`config.mk`:
```
export PLATFORM = sky130hd
export DESIGN_NAME = elevator_car_controller
export DESIGN_NICKNAME = d
export VERILOG_FILES = /design/src/rtl/elevator_car_controller.sv
export SDC_FILE = /design/constraint.sdc
export NUM_CORES = 1
export LEC_CHECK = 0
export CORE_MARGIN = 5
export CORE_UTILIZATION = 35
export CTS_BUF_LIST = sky130_fd_sc_hd__clkbuf_16
export DETAILED_ROUTE_END_ITERATION = 6
export GPL_TIMING_DRIVEN = 0
export HOLD_SLACK_MARGIN = 0.15
export PLACE_DENSITY = 0.59
export SLEW_MARGIN = 20
export SYNTH_ARGS = -nofsm -noshare
export SYNTH_HDL_FRONTEND = slang
export SYNTH_SLANG_ARGS = --single-unit
```
`constraint.sdc`:
```
create_clock -name clk -period 2.9 [get_ports clk]
set_clock_uncertainty 0.15 [all_clocks]
set_input_delay 0.725 -clock clk [delete_from_list [all_inputs] [get_ports clk]]
set_output_delay 0.725 -clock clk [all_outputs]
set_load 0.03 [all_outputs]
```
`src/rtl/elevator_car_controller.sv`:
```
// Car motion controller: walks the car one floor at a time toward a latched
// target, then holds the door for a fixed dwell before going idle again.
module elevator_car_controller #(
    parameter int unsigned FLOOR_CYCLES = 8,
    parameter int unsigned DOOR_CYCLES  = 4
) (
    input  logic       clk,
    input  logic       reset,
    input  logic [1:0] target_floor,
    input  logic       target_valid,
    output logic [1:0] cur_floor,
    output logic       motor_up,
    output logic       motor_down,
    output logic       door_open,
    output logic       busy,
    output logic       arrived
);

    typedef enum logic [1:0] {
        S_IDLE,
        S_UP,
        S_DOWN,
        S_DOOR
    } state_t;

    localparam logic [7:0] FLOOR_LAST = 8'(FLOOR_CYCLES - 1);
    localparam logic [7:0] DOOR_LAST  = 8'(DOOR_CYCLES - 1);

    state_t     state_q, state_d;
    logic [1:0] floor_q, floor_d;
    logic [1:0] tgt_q, tgt_d;
    logic [7:0] cnt_q, cnt_d;

    logic [1:0] floor_up;
    logic [1:0] floor_dn;
    logic       floor_done;
    logic       door_done;

    assign floor_up   = floor_q + 2'd1;
    assign floor_dn   = floor_q - 2'd1;
    assign floor_done = (cnt_q == FLOOR_LAST);
    assign door_done  = (cnt_q == DOOR_LAST);

    always_comb begin
        state_d = state_q;
        floor_d = floor_q;
        tgt_d   = tgt_q;
        cnt_d   = cnt_q;
        unique case (state_q)
            S_IDLE: begin
                if (target_valid) begin
                    tgt_d = target_floor;
                    cnt_d = 8'd0;
                    if (target_floor > floor_q) begin
                        state_d = S_UP;
                    end else if (target_floor < floor_q) begin
                        state_d = S_DOWN;
                    end else begin
                        state_d = S_DOOR;
                    end
                end
            end
            S_UP: begin
                if (floor_done) begin
                    cnt_d   = 8'd0;
                    floor_d = floor_up;
                    if (floor_up == tgt_q) begin
                        state_d = S_DOOR;
                    end
                end else begin
                    cnt_d = cnt_q + 8'd1;
                end
            end
            S_DOWN: begin
                if (floor_done) begin
                    cnt_d   = 8'd0;
                    floor_d = floor_dn;
                    if (floor_dn == tgt_q) begin
                        state_d = S_DOOR;
                    end
                end else begin
                    cnt_d = cnt_q + 8'd1;
                end
            end
            S_DOOR: begin
                if (door_done) begin
                    cnt_d   = 8'd0;
                    state_d = S_IDLE;
                end else begin
                    cnt_d = cnt_q + 8'd1;
                end
            end
            default: begin
                state_d = S_IDLE;
            end
        endcase
    end

    always_ff @(posedge clk or posedge reset) begin
        if (reset) begin
            state_q <= S_IDLE;
            floor_q <= 2'd0;
            tgt_q   <= 2'd0;
            cnt_q   <= 8'd0;
        end else begin
            state_q <= state_d;
            floor_q <= floor_d;
            tgt_q   <= tgt_d;
            cnt_q   <= cnt_d;
        end
    end

    // Moore decode straight off the registered state keeps the motor and
    // door signals mutually exclusive by construction.
    assign cur_floor  = floor_q;
    assign motor_up   = (state_q == S_UP);
    assign motor_down = (state_q == S_DOWN);
    assign door_open  = (state_q == S_DOOR);
    assign busy       = (state_q != S_IDLE);
    assign arrived    = (state_q == S_DOOR) && (cnt_q == 8'd0);

endmodule

```
==> flow_metrics.tcl <==
set metrics [dict create \
    outcome "completed" \
    met1_length_um 967 \
    dieArea_um2 3928 \
    synth_area_leaders "dfrtp_1, ha_1, nand2_1" \
    syn_inst 108 \
    crit_cells 4 \
    grt_pass1_wl_um 3594 \
    ys.warnings.count 0 \
    syn_area_um2 970.9 \
    clock-sinks 14 \
    dieHeight_um 62.67 \
    synth_top_area_share_pct 36.08 \
    setup_violations 0 \
    syn_nets 121 \
    portBuffers 11 \
    clkTransAtPathRegs_ns 0.04 \
    fmax_ghz 0.3814 \
    wl_met3_um 36 \
    nNetsFinal 137 \
    ctsHoldBuffers 0 \
    startpoint_type "flip-flop" \
    track_usage_pct 11.15 \
    cp_max_fo 6 \
    final-hold-violation-count 0 \
    crit_path_cell_trace "inv_1 > ha_1 > inv_1 > clkdlybuf4s50_1" \
    cts_root_buf "clkbuf_16" \
    worst-path-buf-inv 3 \
    htreeDepth 1 \
    fillCellCount 286 \
    yosysTopAreaCell "dfrtp_1" \
    p_total_uw 466.3 \
    gp_congestion 0.8162 \
    drc_errors 0 \
    ys_top_cells_by_count "dfrtp_1, nand2_1, inv_1" \
    slew_headroom_pct 63.32 \
    io_pins 12 \
    crit_top_cell "inv_1" \
    drt_wl_total_um 2074 \
    peakVddDrop_mv 0.2386 \
    cts_resized 0 \
    via_count 832 \
    start_util_pct 35.83 \
    cpMaxStageDelayCell "clkdlybuf4s50_1" \
    fin_crit_sh_pct 90.42 \
    cts_buffers 3 \
    drt_pre_antenna_iters 4 \
    post-synth-top-count-cell "dfrtp_1" \
    r2r_cells 7 \
    cp_top_family "buffers and inverters" \
    post_drt_wl_per_cell_um 13.47 \
    setup-tns-final_ns 0 \
    die_w_um 62.67 \
    final_layout_size_suffix_gt1_share_pct 9.756 \
    grt_pass1_vias 813 \
    critPathCaptureType "primary output" \
    drt_iter0_markers 29 \
    antenna_found_initial 0 \
    cts_setup_buffers 0 \
    core.rowCount 19 \
    ys_types 32 \
    cts_tree "done" \
    syn2layout_area_growth_pct 23.71 \
    fin_crit_ns 2.622 \
    seq_area_frac_synth_pct 36.08 \
    overflow 0 \
    synth.avg_cell_area_um2 8.990 \
    rsz0062_at_grt "false" \
    ys.flop_type "dfrtp_1" \
    core_area_um2 2710 \
    crit_arrival_ns 1.75 \
    critPathKind "flip-flop to primary output" \
    powerDensity_nw_per_um2 388.2 \
    synth-async-reset-ratio_pct 100.0 \
    routed-wl-met2_um 1039 \
    synth-seq-cells 14 \
    maxCapViolations 0 \
    cp.required_ns 2.03 \
    maxUsedRoutingLayer "met4" \
    grt_max_degree 15 \
    p_leak_nw 0.5583 \
    synth_edf_count 0 \
    clk_latency_ns 0.24 \
    n_antenna_cell 0 \
    ant_nets 0 \
    tightestPinTransition_ns 0.5496 \
    via_per_inst 5.403 \
    slew_viol_final 0 \
    min-delay-path-class "flip-flop to flip-flop" \
    dp_hpwl_um 1613 \
    hold_depth 1 \
    cts_buffer_depth 2 \
    cp_slowest_stage_delay_ns 0.67 \
]
## layer usage
| layer | vias to the layer above | track usage, % |
|---|---|---|
| met1 | 405 | 14.03 |
| met3 | 4 | 1.619 |
| met2 | 9 | 18.78 |
| met5 | - | 0 |
| met4 | 0 | 4.775 |
| li1 | 414 | - |
## kinds of logic after synthesis
| logic type | Yosys count | synth area share (%) |
|---|---|---|
| simple gates | 37 | 19.20 |
| mux | 4 | 4.381 |
| compound gates | 26 | 19.72 |
| buf+inv | 14 | 5.799 |
| fa+ha+maj | 8 | 10.31 |
| xor+xnor | 5 | 4.511 |
| flops | 14 | 36.08 |
## through the flow
step                      utilization (%)  worst slack [ns]  hold WS, ns  cells  instance area (um2)
final                               44.32            0.2777       0.3763    154                 1201
after global routing                44.32            0.2160       0.3967    154                 1201
after CTS                           44.23           0.01046       0.3762    154                 1199
after detailed placement            41.32            0.2758       0.3659    150                 1120
after global placement              41.32            0.2758       0.3320    150                 1120
after floorplan                         -            0.4983       0.3068    108                970.9
## layout make-up
type	count	area, um2	area share, %
Timing Repair Buffer	11	112.6	9.375
Sequential cell	14	350.3	29.17
Clock buffer	3	75.07	6.250
Buffer	4	18.77	1.563
Inverter	10	37.54	3.125
Clock inverter	1	3.754	0.3125
Multi-Input combinational cell	80	564.3	46.98
Tap cell	31	38.79	3.229
## state kept, by name (all words and copies together), names as in the netlist
| name | flops |
|---|---|
| cnt_q | 8 |
| cur_floor | 2 |
| state_q | 2 |
| tgt_q | 2 |
## path summary, 6_finish.rpt
path | from | to | slack, ns
hold / removal | tgt_q[1]$_DFFE_PP0P_ | tgt_q[1]$_DFFE_PP0P_ | 0.38
max in group asynchronous | reset | state_q[1]$_DFFE_PP0P_ | 1.55
min in group asynchronous | reset | cnt_q[2]$_DFFE_PP0N_ | 0.69
setup / recovery | state_q[0]$_DFFE_PP0P_ | busy | 0.28
setup reg to reg | state_q[0]$_DFFE_PP0P_ | state_q[0]$_DFFE_PP0P_ | 0.77
hold reg to reg | tgt_q[1]$_DFFE_PP0P_ | tgt_q[1]$_DFFE_PP0P_ | 0.38
## cell usage in the layout (no fill, tap or decap)
master	Yosys	final
nor4_1	2	2
nand2b_1	4	4
o31a_1	1	1
nor3b_1	1	1
or2_1	1	1
a32oi_1	1	1
o21ai_0	6	6
a31oi_1	4	4
and2b_1	1	1
nor3_1	4	4
xor2_1	2	2
nand3_1	4	4
ha_1	8	8
a21oi_1	5	5
xnor2_1	3	3
nor2b_1	2	2
o211ai_1	1	1
nand2_1	11	11
and3_1	3	3
a22o_1	2	2
a21oi_4	1	1
clkbuf_1	1	1
mux2_2	2	2
clkbuf_16	0	3
o41ai_2	1	1
dfrtp_1	14	14
o22a_2	2	2
inv_1	10	10
mux2i_1	2	2
buf_2	3	3
a211oi_1	1	1
clkinv_1	0	1
nor2_1	4	4
a41oi_1	1	1
clkdlybuf4s50_1	0	10
dlymetal6s2s_1	0	1
## power breakdown
part | switching [mW] | internal (mW)
clock network | 0.0756 | 0.182
registers | 0 | 0.196
logic | 0.00678 | 0.00600
total | 0.0824 | 0.384
## worst reg2reg max path, stage by stage (launching register included)
cell and delay [ns]:
dfrtp_1 0.41, inv_1 0.10, ha_1 0.26, nor2b_1 0.46, nor4_1 0.09, a21oi_1 0.20, o41ai_2 0.12, o22a_2 0.24
No activity file was read; power rests on OpenSTA's default activity.
==> RTL change 1: new RTL, config.mk and constraints unchanged <==
Set the parameter `FLOOR_CYCLES` to 6 (it was 8).
--- a/src/rtl/elevator_car_controller.sv
+++ b/src/rtl/elevator_car_controller.sv
@@ -3,3 +3,3 @@
 module elevator_car_controller #(
-    parameter int unsigned FLOOR_CYCLES = 8,
+    parameter int unsigned FLOOR_CYCLES = 6,
     parameter int unsigned DOOR_CYCLES  = 4
Formal check against the unedited RTL: not equivalent (Yosys sat finds a counterexample within 10 cycles, from zero or initial values and one cycle with reset high).
==> RTL change 1 against the original RTL <==
  * Synthesized area is 2.4% lower
  * Worst setup slack worse by 35 ps
  * Routed wire length is 3.8% lower
  * Total power is 0.28% higher
  * Count of clock-buffer cells in the layout stayed put
  * Global-route usage is 1.0 points higher
  * Maximum frequency is 1.3% lower
  * Combinational power hardly changed
  * Design area is 2.1% lower
  * Sequential cell count stayed put
  * Die area is 2.1% lower
  * Largest cell class unchanged
  * Highest routed layer unchanged
==> RTL change 1: results (changes against the original RTL) <==
* GR Util met2 at 21.15% (+2.4 points)
* Area after DPL at 1095 um^2 (-2.2%)
* Largest family of logic cells by synthesized area: simple AND/OR/NAND/NOR gates
* RePlAce Congestion at 0.7782 (-4.7%)
* Clock buf/inv share at 6.702% (+0.14 points)
* Invs w/o clock at 9 (-1)
* Peak supply drop at 0.4068 mV (+71%)
* Leakage at 0.5294 nW (-5.2%)
* Post-route cell area at 1176 um^2 (-2.1%)
* Post-synthesis sequential area ratio at 36.99% (+0.91 points)
* Sequential cell area share at 29.79% (+0.62 points)
* Post-synthesis compound-gate area fraction at 15.46% (-4.3 points)
* Synthesized-area fraction occupied by adder cells at 13.21% (+2.9 points)
* Nets at 129 (-5.8%)
* Outcome: completed
* P_sw at 0.08349 mW (+1.3%)
* WL final at 1996 um (-3.8%)
* Total Routing Usage GR at 12.19% (+1.0 points)
* # fillers at 243 (-15%)
* Met3 Use GR at 4.132% (+2.5 points)
* Bufs w/o clock at 11 (-4)
* Met2 WL at 982 um (-5.5%)
* Netlist cell types at 36 (+13%)
* Synth top cells by count: dfrtp_1 (14), ha_1 (10), inv_1 (9), nand2_1 (9), a21oi_1 (6)
* Post-Synth XOR/XNOR Area at 5.548% (+1.0 points)
* HPWL after detailed placement at 1512 um (-6.3%)
==> RTL change 1: cells by family after synthesis <==
group           count (synthesis)
buf+inv                         9
flops                          14
fa+ha+maj                      10
simple gates                   32
mux                             5
compound gates                 22
xor+xnor                        6
==> RTL change 1: worst paths after layout <==
check,slack (ps),end,start,cells past startpoint
setup / recovery,240,motor_down,state_q[0],3
max in group asynchronous,1530,cnt_q[7],reset,2
hold reg to reg,400,tgt_q[0],tgt_q[0],2
hold / removal,400,tgt_q[0],tgt_q[0],2
min in group asynchronous,690,tgt_q[1],reset,2
setup reg to reg,700,state_q[0],cnt_q[0],6
==> RTL change 1: power by group through the flow <==
stage	clock, mW	combinational, mW	sequential, mW
after floorplan	0	0.00546	0.199
after global placement	0	0.0131	0.199
after detailed placement	0	0.0134	0.199
after CTS	0.268	0.0134	0.196
after global routing	0.278	0.0149	0.196
final	0.259	0.0128	0.196
==> RTL change 1: critical path: stages (launching register included) <==
cell and delay (ps):
dfrtp_1 410, inv_1 110, ha_1 300, clkdlybuf4s50_1 720
==> RTL change 2: new RTL, same flow settings <==
Without the edit above. Reset style: synchronous (`reset`), changed in one clocked block.
--- a/src/rtl/elevator_car_controller.sv
+++ b/src/rtl/elevator_car_controller.sv
@@ -98,3 +98,3 @@
 
-    always_ff @(posedge clk or posedge reset) begin
+    always_ff @(posedge clk) begin
         if (reset) begin
Check against the original RTL: differs if reset is asserted again (counterexample within 4 cycles, from zero or initial values and one cycle with reset high); with reset held inactive, the same outputs for 10 cycles.
==> RTL change 2 against the original RTL <==
  * Sequential cell count did not move
  * Maximum frequency fell by 0.79%
  * Worst setup slack got worse by 21 ps
  * Synthesized area is 0.39% lower
  * Routed wire length up 7.9%
  * Design area is 1.6% lower
  * Critical path type unchanged
Power is not compared: it rests on default switching activity, and its combinational part moved more than twofold at a synthesized area within 25%.
==> RTL change 2: results (changes against the original RTL) <==
* Critical Path Slowest Stage Cell: clkdlybuf4s50_1
* RR Endpoint: cnt_q[7]
* Clk pwr at 0.254 mW
* Total number of vias at 863 (+3.7%)
* Crit path to: motor_down
* Diodes inserted at 0 (unchanged)
* FF-to-FF setup slack at 670 ps (-100 ps)
* Dominant cells by area after synthesis: dfxtp_1 (29%), ha_1 (10%), a311oi_1 (4.5%)
* Met2 WL at 1022 um (-1.6%)
* Ys Warns at 0 (unchanged)
* Share of layout cells above drive strength 1 at 10.08% (+0.32 points)
* Synth top cells by count: dfxtp_1 (14), inv_1 (11), nor2_1 (11)
* RePlAce Congestion at 0.8169 (about the same)
* Largest reg by FF count: cnt_q
* Total Routing Usage GR at 12.38% (+1.2 points)
* Hold EP: tgt_q[1]
* Avg Cell Area, Syn at 8.338 um^2 (-7.3%)
* Vias per std cell at 5.394 (-0.16%)
* Area after DPL at 1106 um^2 (-1.2%)
* Max Fclk at 378.3 MHz (-0.79%)
* First-pass GRT wire length at 3926 um (+9.2%)
* Routed wl met3 at 91 um (+150%)
* Largest net degree at the start of global routing at 11 (-4)
* Max reg flops at 8 (unchanged)
* GR Util met2 at 19.95% (+1.2 points)
* Cell Count Post-Placement at 157 (+4.7%)
* Async set-reset flop share out of synthesis at 0% (-100 points)
* Met1 WL at 1084 um (+12%)
* H-tree levels at 1 (unchanged)
* M1 GR Usage at 15.22% (+1.2 points)
* CTS resizes at 1 (+1)
* CP max stage delay at 730 ps (+60 ps)
* Vias in the first global route at 865 (+6.4%)
* Worst slew margin at 68.31% (+5.0 points)
* Number of I/O port buffers at 10 (-1)
* Reg-to-Reg Start: state_q[0]
* # fillers at 289 (+1.0%)
* HPWL after detailed placement at 1642 um (+1.8%)
* Hold Crit Start: tgt_q[1]
* Dpl ws at 239.4 ps (-36.41 ps)
* Switch share at 39.54%
* WL/cell at 13.99 um (+3.9%)
* Clk_lat worst skew at 240 ps (about the same)
* Area of the multi-input gates at 621.8 um^2 (+10%)
* DR top layer: met4
* Post-CTS setup buffer count at 0 (unchanged)
* Final hold slack at 325.8 ps (-50.55 ps)
* Post-synthesis sequential area ratio at 28.98% (-7.1 points)
* CP max FO at 7 (+1)
* R2r worst-path depth at 9 (+2)
* Initial antenna violation count at 0 (unchanged)
* Post-Syn Nets at 129 (+6.6%)
* Met3 Use GR at 3.058% (+1.4 points)
* Hold crit path type: reg2reg
* Hold Path Depth at 2 (+1)
* Netlist cell types at 35 (+9.4%)
* Nets at 144 (+5.1%)
* Outcome: completed
* Drt initial violations at 34 (+17%)
* Crit path DAT at 1770 ps (+20 ps)
RTL change 2: changes by cell type after synthesis, moves of 3 or more:
cell | before | now
a31oi_1 | 4 | 0
nor2_1 | 4 | 11
clkbuf_1 | 1 | 4
a311oi_1 | 0 | 5
dfrtp_1 | 14 | 0
dfxtp_1 | 0 | 14
RTL change 2: logic make-up after synthesis:
| kind of cell | count (synthesis) | share of synthesized area (%) |
|---|---|---|
| DFF | 14 | 28.98 |
| muxes | 3 | 3.622 |
| buffers and inverters | 17 | 6.726 |
| xor gates and xnor gates | 4 | 3.622 |
| adders and majority gates | 8 | 10.35 |
| and+or+nand+nor | 42 | 22.77 |
| AOI/OAI and AO/OA | 28 | 23.93 |
RTL change 2: layout make-up:
type | instances | area share [%]
Buffer | 6 | 2.011
Sequential cell | 14 | 23.70
Inverter | 11 | 3.492
Clock buffer | 3 | 6.349
Timing Repair Buffer | 10 | 8.571
Multi-Input combinational cell | 85 | 52.59
Tap cell | 31 | 3.280
